File: src/rtl/niosduino_core_mem_pkg.sv
// rtl/niosduino_core_mem_pkg.sv - shared types and default widths for the on-chip memory arbiter
package niosduino_core_mem_pkg;

    localparam int DEF_ADDR_W = 13;
    localparam int DEF_DATA_W = 32;
    localparam int DEF_DEPTH  = 8192;

    typedef enum logic [1:0] {
        CLR_IDLE  = 2'd0,
        CLR_CLEAR = 2'd1,
        CLR_DONE  = 2'd2
    } clr_state_e;

endpackage

File: src/rtl/niosduino_core_rr_arb2.sv
// rtl/niosduino_core_rr_arb2.sv - two-way round-robin grant selection
module niosduino_core_rr_arb2 (
    input  logic [1:0] req_i,
    input  logic       last_grant_i,
    output logic [1:0] grant_o
);

    // On a tie the requester that did not win last time is chosen.
    always_comb begin
        grant_o = req_i;
        if (req_i == 2'b11) begin
            grant_o = last_grant_i ? 2'b01 : 2'b10;
        end
    end

endmodule

File: src/rtl/niosduino_core_onchip_mem_arbiter.sv
// rtl/niosduino_core_onchip_mem_arbiter.sv - two-master arbiter and zero-fill sequencer for a 1-cycle RAM
module niosduino_core_onchip_mem_arbiter
    import niosduino_core_mem_pkg::*;
#(
    parameter int ADDR_W = DEF_ADDR_W,
    parameter int DATA_W = DEF_DATA_W,
    parameter int DEPTH  = DEF_DEPTH
) (
    input  logic                clk,
    input  logic                reset_n,
    input  logic [ADDR_W-1:0]   m0_address,
    input  logic [DATA_W/8-1:0] m0_byteenable,
    input  logic                m0_read,
    input  logic                m0_write,
    input  logic [DATA_W-1:0]   m0_writedata,
    output logic [DATA_W-1:0]   m0_readdata,
    output logic                m0_readdatavalid,
    output logic                m0_waitrequest,
    input  logic [ADDR_W-1:0]   m1_address,
    input  logic [DATA_W/8-1:0] m1_byteenable,
    input  logic                m1_read,
    input  logic                m1_write,
    input  logic [DATA_W-1:0]   m1_writedata,
    output logic [DATA_W-1:0]   m1_readdata,
    output logic                m1_readdatavalid,
    output logic                m1_waitrequest,
    input  logic                clear_req,
    output logic                clear_busy,
    output logic                clear_done,
    output logic [ADDR_W-1:0]   mem_address,
    output logic [DATA_W/8-1:0] mem_byteenable,
    output logic                mem_chipselect,
    output logic                mem_write,
    output logic [DATA_W-1:0]   mem_writedata,
    output logic                mem_clken,
    input  logic [DATA_W-1:0]   mem_readdata
);

    localparam logic [ADDR_W-1:0] CNT_LAST = ADDR_W'(DEPTH - 1);

    clr_state_e        state_q, state_d;
    logic [ADDR_W-1:0] cnt_q, cnt_d;
    logic              last_grant_q, last_grant_d;
    logic              rd_pend_q, rd_pend_d;
    logic              rd_owner_q, rd_owner_d;

    logic [1:0] req;
    logic [1:0] grant;
    logic       granted;
    logic       grant_write;

    // Arbitration is only open while the sequencer is idle.
    assign req = {m1_read | m1_write, m0_read | m0_write} & {2{state_q == CLR_IDLE}};

    niosduino_core_rr_arb2 u_rr_arb2 (
        .req_i        (req),
        .last_grant_i (last_grant_q),
        .grant_o      (grant)
    );

    assign granted        = |grant;
    assign grant_write    = grant[1] ? m1_write : m0_write;
    assign m0_waitrequest = ~grant[0];
    assign m1_waitrequest = ~grant[1];

    assign m0_readdata      = mem_readdata;
    assign m1_readdata      = mem_readdata;
    assign m0_readdatavalid = rd_pend_q & ~rd_owner_q;
    assign m1_readdatavalid = rd_pend_q & rd_owner_q;
    assign mem_clken        = 1'b1;

    always_comb begin
        mem_address    = '0;
        mem_byteenable = '0;
        mem_writedata  = '0;
        mem_chipselect = 1'b0;
        mem_write      = 1'b0;
        if (state_q == CLR_CLEAR) begin
            mem_address    = cnt_q;
            mem_byteenable = '1;
            mem_chipselect = 1'b1;
            mem_write      = 1'b1;
        end else if (grant[0]) begin
            mem_address    = m0_address;
            mem_byteenable = m0_byteenable;
            mem_writedata  = m0_writedata;
            mem_chipselect = 1'b1;
            mem_write      = m0_write;
        end else if (grant[1]) begin
            mem_address    = m1_address;
            mem_byteenable = m1_byteenable;
            mem_writedata  = m1_writedata;
            mem_chipselect = 1'b1;
            mem_write      = m1_write;
        end
    end

    always_comb begin
        last_grant_d = granted ? grant[1] : last_grant_q;
        rd_pend_d    = granted & ~grant_write;
        rd_owner_d   = grant[1];
    end

    // Counter holds at the last address instead of wrapping.
    always_comb begin
        state_d    = state_q;
        cnt_d      = cnt_q;
        clear_busy = 1'b0;
        clear_done = 1'b0;
        case (state_q)
            CLR_IDLE: begin
                if (clear_req) begin
                    state_d = CLR_CLEAR;
                    cnt_d   = '0;
                end
            end
            CLR_CLEAR: begin
                clear_busy = 1'b1;
                if (cnt_q == CNT_LAST) begin
                    state_d = CLR_DONE;
                end else begin
                    cnt_d = cnt_q + 1'b1;
                end
            end
            CLR_DONE: begin
                clear_busy = 1'b1;
                clear_done = 1'b1;
                state_d    = CLR_IDLE;
            end
            default: state_d = CLR_IDLE;
        endcase
    end

    always_ff @(posedge clk or negedge reset_n) begin
        if (!reset_n) begin
            state_q      <= CLR_IDLE;
            cnt_q        <= '0;
            last_grant_q <= 1'b1;
            rd_pend_q    <= 1'b0;
            rd_owner_q   <= 1'b0;
        end else begin
            state_q      <= state_d;
            cnt_q        <= cnt_d;
            last_grant_q <= last_grant_d;
            rd_pend_q    <= rd_pend_d;
            rd_owner_q   <= rd_owner_d;
        end
    end

endmodule

File: config.mk
export PLATFORM = sky130hd
export DESIGN_NAME = niosduino_core_onchip_mem_arbiter
export DESIGN_NICKNAME = d
export VERILOG_FILES = /design/src/rtl/niosduino_core_mem_pkg.sv /design/src/rtl/niosduino_core_rr_arb2.sv /design/src/rtl/niosduino_core_onchip_mem_arbiter.sv
export SDC_FILE = /design/constraint.sdc
export NUM_CORES = 1
export LEC_CHECK = 0
export CORE_AREA = 2 2 102 104
export CTS_BUF_LIST = sky130_fd_sc_hd__clkbuf_16
export DETAILED_ROUTE_END_ITERATION = 12
export DIE_AREA = 0 0 104 106
export PLACE_DENSITY_LB_ADDON = 0.1
export SETUP_SLACK_MARGIN = 0.3
export SLEW_MARGIN = 5
export SYNTH_ARGS = -nofsm -noshare
export SYNTH_HDL_FRONTEND = slang
export SYNTH_SLANG_ARGS = --single-unit
File: constraint.sdc
create_clock -name clk -period 2.6 [get_ports clk]
set_input_delay 0.52 -clock clk [delete_from_list [all_inputs] [get_ports clk]]
set_output_delay 0.52 -clock clk [all_outputs]
set_load 0.02 [all_outputs]
# Word-level counts from Yosys, hierarchy flattened
# Cells that the tools add are included.
[totals]
register_bits = 18
output_inout_bits = 122
[op_classes]
mux = 26
bitwise = 10
reduce_logical = 6
n_eq_ne = 7
n_addsub = 1
[ops]
columns = ["op", "count"]
rows = [
  ["32-bit two-way mux", 3],
  ["13-bit two-way mux", 5],
  ["13-bit case mux with 2 select lines", 1],
  ["13-bit by 1-bit adder with 13-bit output, second input constant", 1],
  ["13-bit == test, second input constant", 1],
  ["4-bit two-way mux", 3],
  ["1-bit two-way mux", 9],
  ["2-bit two-way mux", 4],
  ["2-bit == test, second input constant", 2],
  ["2-bit inequality test, second input constant", 2],
  ["1-bit inverter", 4],
  ["2-bit case mux with 2 select lines", 1],
  ["2-bit OR reduction", 2],
  ["1-bit AND", 3],
  ["3-bit AND reduction", 1],
  ["2-bit AND", 1],
  ["2-bit by 1-bit == test with 1-bit output, second input constant", 1],
  ["2-bit logical NOT", 1],
  ["2-bit by 1-bit inequality test with 1-bit output, second input constant", 1],
  ["1-bit OR", 2],
  ["2-bit AND reduction", 1],
  ["2-bit nonzero test", 1],
]

# Longest topological paths before layout
# Gate-level depths: netlist of the first run.
[depth]
word_depth = 7
mapped_depth = 7

# By module
# Synthesis of the first run repeated with hierarchy kept, for this count alone.
[hier_totals]
cells_unflattened = 316
hier_area_um2 = 2312.2
[by_module_without_submodules]
columns = ["module", "instances", "area_per_inst_um2", "cells_each"]
rows = [
  ["niosduino_core_onchip_mem_arbiter", 1, 2293.4, 313],
  ["niosduino_core_rr_arb2", 1, 18.8, 3],
]

# Worst setup path after synthesis of the first run
# OpenSTA, ideal clock, no wires.
[synth_timing]
path_kind = "register -> output"
startpoint = "reg state_q[0]"
endpoint = "out mem_address[0]"
arrival_ns = 1.882
n_path_buf = 1
setup_slack_ns = 0.198
required_ns = 2.080
path_stages_with_launch = 8
path_cell_list = "dfrtp_1 > inv_1 > ha_1 > o21ai_0 > nor2_1 > buf_2 > a22oi_1 > o21ai_0"
[synth_via]
elab_chain_cells = 7
[synth_lines]
columns = ["element", "line", "rtl"]
rows = [
  ["start: declaration", "niosduino_core_onchip_mem_arbiter.sv:41", "clr_state_e state_q, state_d;"],
  ["start signal: assignment", "niosduino_core_onchip_mem_arbiter.sv:142", "state_q <= state_d;"],
  ["2-bit logical NOT", "niosduino_core_onchip_mem_arbiter.sv:53", "assign req = {m1_read | m1_write, m0_read | m0_write} & {2{state_q == CLR_IDLE}};"],
  ["2-bit AND", "niosduino_core_onchip_mem_arbiter.sv:53", ""],
  ["2-bit == test", "niosduino_core_rr_arb2.sv:11", "if (req_i == 2'b11) begin"],
  ["2-bit two-way mux", "niosduino_core_rr_arb2.sv:11", ""],
  ["13-bit two-way mux", "niosduino_core_onchip_mem_arbiter.sv:89", "end else if (grant[1]) begin"],
  ["13-bit two-way mux", "niosduino_core_onchip_mem_arbiter.sv:83", "end else if (grant[0]) begin"],
  ["13-bit two-way mux *", "niosduino_core_onchip_mem_arbiter.sv:78", "if (state_q == CLR_CLEAR) begin"],
  ["end: declaration", "niosduino_core_onchip_mem_arbiter.sv:30", "output logic [ADDR_W-1:0] mem_address,"],
]
# Mark *: on every way between the ends. The rest lies on a longest branch, timed or not.

# Final worst setup path of the first run
[layout_timing]
startpoint = "reg state_q[0]"
endpoint = "out mem_byteenable[0]"
[layout_via]
elab_chain_cells = 7
[layout_lines]
columns = ["element", "line", "rtl"]
rows = [
  ["2-bit logical NOT", "niosduino_core_onchip_mem_arbiter.sv:53", ""],
  ["2-bit AND", "niosduino_core_onchip_mem_arbiter.sv:53", ""],
  ["2-bit == test", "niosduino_core_rr_arb2.sv:11", ""],
  ["2-bit two-way mux", "niosduino_core_rr_arb2.sv:11", ""],
  ["4-bit two-way mux", "niosduino_core_onchip_mem_arbiter.sv:89", ""],
  ["4-bit two-way mux", "niosduino_core_onchip_mem_arbiter.sv:83", ""],
  ["4-bit two-way mux *", "niosduino_core_onchip_mem_arbiter.sv:78", ""],
  ["end: declaration", "niosduino_core_onchip_mem_arbiter.sv:31", "output logic [DATA_W/8-1:0] mem_byteenable,"],
]
# Marked as above.

==> results of run 1 <==
-- state kept, by name, indices dropped and copies added, names as in the netlist --
signal	cells
cnt_q	13
rd_pend_q	1
rd_owner_q	1
last_grant_q	1
state_q	2
-- layer usage --
layer  track usage, %  vias up  routed length (um)
met5                0        -                   0
met4             5.89        0                 216
met3             5.40       17                 795
met2             32.6      118                5310
met1             21.2     1317                3970
li1                 -     1333                   -
-- cell usage after synthesis (all sizes together), types with 2 or more instances --
master,count
and2,2
nor2b,4
buf,70
a41oi,2
o21ai,16
nand3,5
and3,3
dfrtp,17
ha,6
inv,4
nand2b,3
and4,4
clkbuf,17
a21oi,11
a22oi,44
mux2,2
nor2,43
nand2,28
nand4,3
o211ai,4
a221o,5
nand4b,3
a31oi,5
-- worst paths after layout --
kind,cells after the start,start,to,slack [ns]
worst min register to register,2,last_grant_q,last_grant_q,0.50
worst max register to register,9,state_q[1],cnt_q[1],0.65
max in group asynchronous,2,reset_n,last_grant_q,1.72
worst max-delay path,8,state_q[0],mem_byteenable[0],0.15
min in group asynchronous,2,reset_n,state_q[0],0.61
worst min-delay path,2,last_grant_q,last_grant_q,0.50
-- area by class of cell --
class | instances | area, um2 | area share, %
Sequential cell | 18 | 452 | 10.1
Timing Repair Buffer | 209 | 2160 | 48.4
Tap cell | 136 | 170 | 3.81
Clock inverter | 1 | 3.75 | 0.0841
Inverter | 4 | 15.0 | 0.336
Multi-Input combinational cell | 208 | 1590 | 35.5
Clock buffer | 3 | 75.1 | 1.68
-- through the flow --
step,hold WS (ns),setup TNS [ns],utilization (%),cells
global placement,0.494,-17.82,38.7,551
finish,0.504,0,44.6,579
floorplan,0.224,0,-,317
CTS,0.502,0,42.8,572
global route,0.512,0,44.6,579
detailed placement,0.488,-18.79,38.7,551
-- repair_timing --
| action | CTS | global route |
|---|---|---|
| hold buffers | 0 | 0 |
| hold endpoints to repair | 0 | 0 |
| endpoints found under the setup margin | 53 | 53 |
| gates resized for setup | 328 | 29 |
| setup buffers | 11 | 6 |
| cloned | 6 | 1 |
| pin swaps | 23 | 16 |
-- worst min-delay path: stages, from the launching register on --
cell and delay, ns:
dfstp_2 0.40, nand2_1 0.06, nand2_1 0.05
-- kinds of logic (layout without fill, tap and decap cells) --
logic type                 after synthesis  in the layout  share of synthesized area [%]
AOI/OAI and AO/OA                       95             95                           28.7
adders and majority gates                6              6                           3.21
buffers and inverters                   91            217                           25.3
DFF                                     18             18                           19.3
muxes                                    2              2                          0.963
other                                    1              1                          0.160
and+or+nand+nor                        104            104                           22.3
-- power by group through the flow --
| stage | sequential (mW) | clock [mW] | combinational, mW |
|---|---|---|---|
| after floorplan | 0.431 | 0 | 1.83 |
| after global placement | 0.450 | 0 | 3.24 |
| after detailed placement | 0.453 | 0 | 3.25 |
| after CTS | 0.455 | 0.331 | 3.76 |
| after global routing | 0.468 | 0.341 | 4.23 |
| final | 0.454 | 0.325 | 3.97 |
==> flow_summary.ini, run 1 <==
[pwr]
seqPwrFrac_pct = 9.6
power.internal_mw = 2.54
p_per_area_nw_per_um2 = 1060
clkPwrFrac_pct = 6.8
p_switching_mw = 2.20
ir_drop_mv = 0.437
p_leak_nw = 1.83
p_total_mw = 4.75
p_comb_share_pct = 83.6
sw_frac_of_total_pct = 46.4

[setup_path]
crit_chain = inv_2 > ha_4 > buf_6 > and3b_4 > buf_6 > buf_16 > a221o_1 > buf_6
critical_path_buf_inv_count = 5
worst_ep_arrival_time_ns = 1.93
critical-path-top-delay-family = buffers and inverters
crit_required_ns = 2.08
cp_slowest_stage_delay_ns = 0.36
critPathLaunchType = register
crit_fanout = 6
worstSetupPathType = register to output port
worst_path_most_repeated_cell = buf_6
cp_slowest_cell = dfrtp_1
cp-end-kind = output port

[sta]
fmax_mhz = 408
setup_viol = 0
rsz0062_at_grt = true
min_period_over_period_pct = 94.3
hold_viol = 0
fin_ws_ns = 0.149
worst_slew_pin_slew_ns = 0.539
fin_crit_ns = 2.45
fin_skew_ns = 0.00344
slew_headroom_pct = 63.8
maxSlewViolCount = 0

[final_layout]
fin_area_um2 = 4460
mostFrequentLayoutCell = clkdlybuf4s50_1
n_fill_cell = 1038
antenna_cells = 0
area_growth_pct = 90.9
final_cell_mix = clkdlybuf4s50_1 (104), buf_4 (52), a22oi_2 (32), nor2_2 (31), buf_6 (28)
layout.nets = 587
drive_above_1_share_pct = 42.4

[logic_synthesis]
synthArstFlopShare_pct = 100
synth-seq-cells = 18
synth-edff-count = 0
synth_area_leaders = buf_4 (21%), dfrtp_1 (18%), a22oi_1 (14%)
yosysTopAreaCell = buf_4
synth_ff_type = dfrtp_1
synth.distinct_cells = 46
synthDominantCellAreaShare_pct = 20.9
syn_inst = 317
syn_area_um2 = 2340
ys_warn_count = 0
synth.avg_cell_area_um2 = 7.38
synthesis.nets = 460
ys_seq_area_share_pct = 19.3

[drt]
wl_per_cell_um = 17.8
ant_nets = 0
routed_wl_mm = 10.3
drcViolationCount = 0
drtPass1Iterations = 4
avgViaCountPerCell = 4.81
vias = 2785
drt_iter0_drc = 87

[worst_hold_path]
worst_hold_path_type = register to register

[cts]
cts_tree = built
clk_latency_ns = 0.26
cts-root-buf = clkbuf_16
cts_sinks = 18
clk_path_buf_depth = 2
cts_buffers = 3
h-tree-depth = 1
clkTransAtPathRegs_ns = 0.06

[global_routing]
grt_pass1_wl_mm = 16.2
grt_max_degree = 36
grt_usage_pct = 18.3
grt_pass1_vias = 2961
antenna_found_initial = 0
gr-total-overflow = 0

[die]
io_pins = 259
core_area_um2 = 10000
rows = 37
die_y_um = 106
die_width_um = 104
die-area_um2 = 11000
start_util_pct = 23.4

[placement]
gp_congestion = 0.800
dp_slack_ns = -0.460
port_buffers = 161
dp_hpwl_mm = 7.88
place_area_um2 = 3870

[job]
cap_viol_max_count = 0

[status]
outcome = complete, no violations
Note: power is estimated with default switching activity, not from simulation.
==> run 2: changes to the inputs <==
--- a/config.mk
+++ b/config.mk
@@ -5,10 +5,11 @@
 export SDC_FILE = /design/constraint.sdc
 export NUM_CORES = 1
 export LEC_CHECK = 0
-export CORE_AREA = 2 2 102 104
+export CORE_ASPECT_RATIO = 0.75
+export CORE_MARGIN = 5
+export CORE_UTILIZATION = 29
 export CTS_BUF_LIST = sky130_fd_sc_hd__clkbuf_16
 export DETAILED_ROUTE_END_ITERATION = 12
-export DIE_AREA = 0 0 104 106
 export PLACE_DENSITY_LB_ADDON = 0.1
 export SETUP_SLACK_MARGIN = 0.3
 export SLEW_MARGIN = 5
==> flow_summary.ini, run 2 (synthesis gave the netlist of run 1 again) <==
[status]
outcome = complete, no violations

[setup_path]
cp-end-kind = output port
worst_ep_arrival_time_ns = 2.01
r2r_setup_slack_ns = 0.72
critPathLaunchType = register
r2r-end = cnt_q[5]
rr_startpoint = cnt_q[0]
critPathLaunch = state_q[1]
r2r_cells = 5
crit_required_ns = 2.08
crit_fanout = 8
worstSetupPathType = register to output port

[sta]
rsz0062_at_grt = true
fin_skew_ns = 0.00133
fin_crit_ns = 2.53
fin_ws_ns = 0.0739
maxSlewViolCount = 0
finalSetupTns_ns = 0
hold_viol = 0
min_period_over_period_pct = 97.2
fmax_mhz = 396
slew_headroom_pct = 66.7
whs_ns = 0.512
setup_viol = 0
worst_slew_pin_slew_ns = 0.496

[cts]
clk_latency_ns = 0.25
cts_sinks = 18
h-tree-depth = 1
clk_path_buf_depth = 2
cts-root-buf = clkbuf_16
clkTransAtPathRegs_ns = 0.05
cts_buffers = 3
cts_tree = built
cts_hold_buf = 0

[final_layout]
n_fill_cell = 709
area_growth_pct = 103
fin_util_pct = 60.2
layout.nets = 608
antenna_cells = 0
fin_area_um2 = 4740
regMostFlops = cnt_q
final_cell_mix = clkdlybuf4s50_1 (104), buf_4 (55), buf_6 (47), a22oi_2 (43), nor2_2 (31)
largest_register_ffs = 13
top_regs = cnt_q x13, state_q x2
instances_no_fill = 569
drive_above_1_share_pct = 47.8
mostFrequentLayoutCell = clkdlybuf4s50_1

[pwr]
p_leak_nw = 1.97
p_per_area_nw_per_um2 = 1100
p_total_mw = 5.20
ir_drop_mv = 0.487

[worst_hold_path]
min_from = last_grant_q
hold_depth = 2
holdPathEnd = last_grant_q
worst_hold_path_type = register to register

[drt]
ant_nets = 0
avgViaCountPerCell = 5.03
routed_wl_mm = 10.8
wl_per_cell_um = 18.9
drt_iter0_drc = 117
drcViolationCount = 0
drtPass1Iterations = 4
vias = 2860

[global_routing]
grt_usage_pct = 19.3
grt_pass1_wl_mm = 15.4
antenna_found_initial = 0
grt_pass1_vias = 2763
grt_max_degree = 19
gr-total-overflow = 0

[die]
die-area_um2 = 9980
die_width_um = 114
start_util_pct = 29.7
io_pins = 259
rows = 28
die_y_um = 87.8
core_area_um2 = 7880

[placement]
gp_congestion = 1.01
place_area_um2 = 3820
dp_hpwl_mm = 7.39
dp_cells = 519
port_buffers = 161
dp_slack_ns = -0.512

[job]
cap_viol_max_count = 0
[run 2: cell count changes in the layout (fill, tap and decap cells not counted), sizes merged]
cell,before,now
clkbuf,4,10
clkinv,1,0
dlygate4sd2,3,2
inv,4,5
buf,99,115
[run 2: layout make-up]
| type | count | area (um2) | area share [%] |
|---|---|---|---|
| clock inverter | 1 | 3.75 | 0.0791 |
| tap | 105 | 131 | 2.77 |
| sequential | 18 | 453 | 9.55 |
| multi-input combinational | 208 | 1640 | 34.5 |
| inverter | 4 | 15.0 | 0.317 |
| clock buffer | 3 | 75.1 | 1.58 |
| timing repair buffer | 230 | 2430 | 51.2 |
[run 2: how the worst max path moves through the flow]
stage / endpoint / slack [ns] / cells past startpoint
finish: mem_writedata[19] / 0.07 / 10
global route: mem_writedata[14] / 0.02 / 10
CTS: mem_writedata[9] / 0.05 / 10
detailed placement: mem_address[6] / -0.51 / 7
global placement: mem_address[6] / -0.45 / 7
floorplan: mem_writedata[2] / 0.29 / 7
[run 2: layer usage]
metal	track usage, %	vias to the layer above	wire (um)
met5	0	-	0
met4	2.51	0	128
met3	6.08	15	857
met2	31.6	121	5190
met1	25.7	1341	4580
li1	-	1383	-
[run 2: report_power, final]
part	leakage (nW)	total, mW	switching (mW)	internal, mW
logic	1.69	4.43	2.08	2.35
clock network	0.0423	0.314	0.110	0.205
registers	0.239	0.460	0.0952	0.365
total	1.97	5.20	2.28	2.92
[run 2: worst max-delay path, stage by stage (launching register included)]
cell and delay [ns]:
dfrtp_1 0.36, inv_2 0.06, ha_4 0.16, buf_6 0.11, and3b_2 0.26, buf_6 0.15, clkbuf_16 0.16, buf_6 0.11
a22oi_2 0.18, nor2_2 0.06, buf_6 0.13
[run 2: repair_timing]
action                                  CTS  global route
pin swaps                                30            56
cloned                                    4             5
endpoints found under the setup margin   53            52
setup buffers                            16            21
gates resized for setup                 341            38
==> RTL edit 1 (settings of run 2) <==
Make the reset (`reset_n`) synchronous in one clocked block.
--- a/src/rtl/niosduino_core_onchip_mem_arbiter.sv
+++ b/src/rtl/niosduino_core_onchip_mem_arbiter.sv
@@ -131,7 +131,7 @@
         endcase
     end
 
-    always_ff @(posedge clk or negedge reset_n) begin
+    always_ff @(posedge clk) begin
         if (!reset_n) begin
             state_q      <= CLR_IDLE;
             cnt_q        <= '0;
Function: differs if reset_n is asserted again (counterexample within 4 cycles, from zero or initial values and one cycle with reset_n low); with reset_n held inactive, the same outputs for 10 cycles.
==> RTL edit 1 against run 2 <==
- register-to-register slack worse by 90 ps
- area after synthesis fell by 3.0%
- sequential share of layout area decreased by 0.53 points
- routed wire length decreased by 4.4%
- sequential cell count unchanged
- critical endpoint is now mem_writedata[30]
- power down 25%
- final area decreased by 15%
- fmax is 8.9% higher
- setup slack gained 210 ps
- highest routed layer unchanged
==> RTL edit 1: results <==
set metrics [dict create \
    grt_max_degree 33 \
    drtIter0Drc 178 \
    reg2regPathDepth 5 \
    clk_pin_slew_ps 60 \
    peakVddDrop_uv 425 \
    htreeDepth 1 \
    dr_wl_met3_um 1050 \
    root_buffer "clkbuf_16" \
    fillers 707 \
    synthFlopType "dfxtp_1" \
    synth_nets 464 \
    cts_resized 207 \
    grt_util_met1 0.218 \
    r2r-end "state_q[0]" \
    yosysWarnings 0 \
    met3_usage 0.0754 \
    grt_pass1_wl_um 14100 \
    cp_max_fo 10 \
    synth_seq_area_share 0.159 \
    drtPass1Iterations 4 \
    outcome "finished, final reports clean" \
    gp_congestion 0.854 \
    reg_top3 "cnt_q x13, state_q x2" \
    vias_per_cell 5.14 \
    finalClockSkew_ps 3.09 \
    clock_latency_ps 250 \
    r2r_start "cnt_q[0]" \
    r2r_setup_slack_ps 630 \
    grtUsageMet2 0.294 \
    yosys-top-cells-count "65 x buf_4, 43 x a22oi_1, 34 x nor2_1" \
    nets 578 \
    routedWlPerCell_um 19.2 \
    tightest_slew_ps 637 \
    critPathCapture "mem_writedata[30]" \
    synth.top_cell.area_share 0.215 \
    async_flop_share 0 \
    cts_setup_buffers 2 \
    drive_above_1_share 0.369 \
    p_leak_nw 1.61 \
    synth.area.top_cells "buf_4 22%, dfxtp_1 16%, a22oi_1 14%" \
    worstPathArrival_ps 1800 \
    wl_met1_um 4320 \
    holdCritPathClass "register to register" \
    hpwl_um 7380 \
    cp-startpoint "state_q[0]" \
    grt_use_total 0.178 \
    wl_met2_um 4770 \
    numCtsBuffers 3 \
    grt_pass1_vias 2653 \
    clk_path_buf_depth 2 \
    synth_cell_types 44 \
]
## RTL edit 1: power by group
part | switching [mW] | internal, mW | total [mW]
registers | 0.0235 | 0.308 | 0.331
clock network | 0.112 | 0.205 | 0.317
logic | 1.73 | 1.53 | 3.26
total | 1.87 | 2.04 | 3.91
## RTL edit 1: cells by family after synthesis
family,after synthesis,synth area share
AO/OA/AOI/OAI,94,0.309
adder cells (fa/ha/maj),6,0.0331
buffers and inverters,100,0.277
flip-flops,18,0.159
multiplexers,3,0.0138
other,1,0.00165
AND/OR/NAND/NOR,99,0.207
## RTL edit 1: cell type report
type | count | area share
well taps | 101 | 0.0314
clock buffers | 3 | 0.0187
inverters | 9 | 0.00839
flip-flops and latches | 18 | 0.0901
repair buffers | 200 | 0.482
clock inverters | 1 | 0.000933
multi-input cells | 203 | 0.369
## RTL edit 1: worst max-delay path, cell delays in order (launching register included)
cell             delay (ps)
dfxtp_2                 320
inv_2                    70
ha_4                    160
o21ai_2                  60
o21ba_4                 350
buf_12                  170
a22oi_1                  80
nor2_2                   80
clkdlybuf4s15_2         260
## RTL edit 1: stage by stage
stage	cell area [um^2]	instances	utilization	worst slack (ps)	TNS, ps
floorplan	2320	321	-	302	0
global placement	3710	518	0.497	-479	-19090
detailed placement	3710	518	0.497	-469	-20190
CTS	3870	525	0.518	220	0
global route	4030	535	0.539	182	0
finish	4030	535	0.539	280	0
## RTL edit 1: worst min-delay path by stage
stage                             from      endpoint  cells past startpoint  slack [ps]
after floorplan             state_q[1]    state_q[1]                      2         450
after global placement    last_grant_q  last_grant_q                      2         480
after detailed placement  last_grant_q  last_grant_q                      2         490
after CTS                 last_grant_q  last_grant_q                      2         510
after global routing          cnt_q[0]      cnt_q[0]                      2         550
final                        cnt_q[11]     cnt_q[11]                      2         510
==> RTL edit 2 (flow settings as in run 2) <==
Made on the original files. Change the package constant `DEF_ADDR_W` from 13 to 15.
--- a/src/rtl/niosduino_core_mem_pkg.sv
+++ b/src/rtl/niosduino_core_mem_pkg.sv
@@ -1,7 +1,7 @@
 // rtl/niosduino_core_mem_pkg.sv - shared types and default widths for the on-chip memory arbiter
 package niosduino_core_mem_pkg;
 
-    localparam int DEF_ADDR_W = 13;
+    localparam int DEF_ADDR_W = 15;
     localparam int DEF_DATA_W = 32;
     localparam int DEF_DEPTH  = 8192;
 
Ports: changed (resized m0_address, m1_address and mem_address); port bits go from 259 to 265. The function was not compared with the original's and may differ.
==> RTL edit 2 against run 2 <==
- first-iteration DRC count increased by 11%
- sequential cell count is 2 higher
- combinational power grew 5.4%
- power is 7.1% higher
- routed wire length is 3.9% higher
- setup slack got worse by 60 ps
- critical endpoint is now mem_byteenable[0]
- final area is 6.5% higher
- area after synthesis up 7.8%
==> RTL edit 2: results <==
set metrics [dict create \
    outcome "finished, final reports clean" \
    drive_above_1_share 0.462 \
    peakVddDrop_uv 639 \
    p_leak_nw 2.01 \
    synth_nets 482 \
    port_buffers 167 \
    switching_share 0.434 \
    async_flop_share 1.00 \
    synth.area.top_cells "buf_4 20%, dfrtp_1 19%, a22oi_1 13%" \
    reg_top3 "cnt_q x15, state_q x2" \
    hpwl_um 8000 \
    root_buffer "clkbuf_16" \
    clk_path_buf_depth 2 \
    clk_pin_slew_ps 60 \
    n_antenna_cell 0 \
    synth_cell_types 45 \
    holdCritPathClass "register to register" \
    grt_use_total 0.189 \
    antenna_found_initial 0 \
    tightest_slew_ps 496 \
    synth_seq_area_share 0.199 \
    grt_pass1_vias 2961 \
    grt_pass1_wl_um 16600 \
    grt_max_degree 28 \
    yosys-top-cells-count "66 x buf_4, 44 x a22oi_1, 43 x nor2_1" \
    drt_wl_total_um 11200 \
    yosysWarnings 0 \
    gp_congestion 0.843 \
    drtIter0Drc 130 \
    drtPass1Iterations 4 \
    clock_latency_ps 260 \
    drt.antenna.violating_nets 0 \
    synthFlopType "dfrtp_1" \
    worstPathArrival_ps 2070 \
    vias_per_cell 5.12 \
    cp_max_fo 5 \
    placed_area_mm2 0.00414 \
    htreeDepth 1 \
    numCtsBuffers 3 \
    nets 620 \
    finalClockSkew_ps 4.46 \
]
==> RTL edit 2: per-layer routing <==
metal	vias up	part of all wire	track usage
met5	-	0	0
met4	0	0.019	0.0544
met3	26	0.074	0.0589
met2	130	0.50	0.308
met1	1390	0.41	0.241
li1	1421	-	-
==> RTL edit 2: path summary, 6_finish.rpt <==
check                        startpoint                end  slack, ps  depth (start not counted)
max                          state_q[1]  mem_byteenable[0]         10                         11
min                        last_grant_q       last_grant_q        540                          1
max reg2reg                  state_q[1]         state_q[0]        460                          8
min reg2reg                last_grant_q       last_grant_q        540                          1
max in group asynchronous       reset_n       last_grant_q       1720                          2
min in group asynchronous       reset_n          cnt_q[12]        610                          2
==> RTL edit 2: metrics by stage <==
stage / setup WS (ps) / utilization / cells
3_5_place_dp: -532 / 0.489 / 546
3_3_place_gp: -487 / 0.489 / 546
4_1_cts: 11.7 / 0.553 / 566
2_1_floorplan: 242 / - / 335
6_report: 14.2 / 0.598 / 580
5_1_grt: -63.4 / 0.598 / 580
==> RTL edit 2: what timing repair did <==
| item | 4_1_cts | 5_1_grt |
|---|---|---|
| pin swaps | 20 | 28 |
| endpoints found under the setup margin | 55 | 55 |
| buffers inserted | 9 | 10 |
| hold buffers | 0 | 0 |
| gates resized for setup | 305 | 88 |
| cloned | 7 | 4 |
==> RTL edit 2: logic make-up (layout without fill, tap and decap cells) <==
family	after synthesis	in the layout	share of synthesized area
buffers and inverters	98	235	0.252
AOI/OAI and AO/OA	91	91	0.267
DFF	20	20	0.199
adders and majority gates	6	6	0.0298
and+or+nand+nor	107	107	0.198
muxes	12	12	0.0526
other	1	1	0.00149
==> RTL edit 2: final cells by class <==
cell class	count	area (um^2)
repair buffers	225	2520
fillers	741	3400
multi-input cells	217	1770
inverters	6	22.5
clock inverters	1	30.0
flip-flops and latches	20	502
well taps	108	135
clock buffers	3	75.1
==> RTL edit 2: worst max-delay path: stages (launching register included) <==
cell,delay (ps)
dfrtp_1,380
inv_2,60
ha_4,160
o21ai_2,50
buf_4,130
a21oi_4,40
buf_12,130
buf_12,130
buf_8,130
buf_16,130
a221o_1,320
buf_6,140
==> RTL edit 2: power by group through the flow <==
stage          Clock (mW)  Combinational [mW]  Sequential (mW)
3_3_place_gp            0                3.50            0.471
2_1_floorplan           0                2.05            0.442
4_1_cts             0.442                4.16            0.472
3_5_place_dp            0                3.49            0.470
6_report            0.431                4.67            0.473
5_1_grt             0.452                4.95            0.486
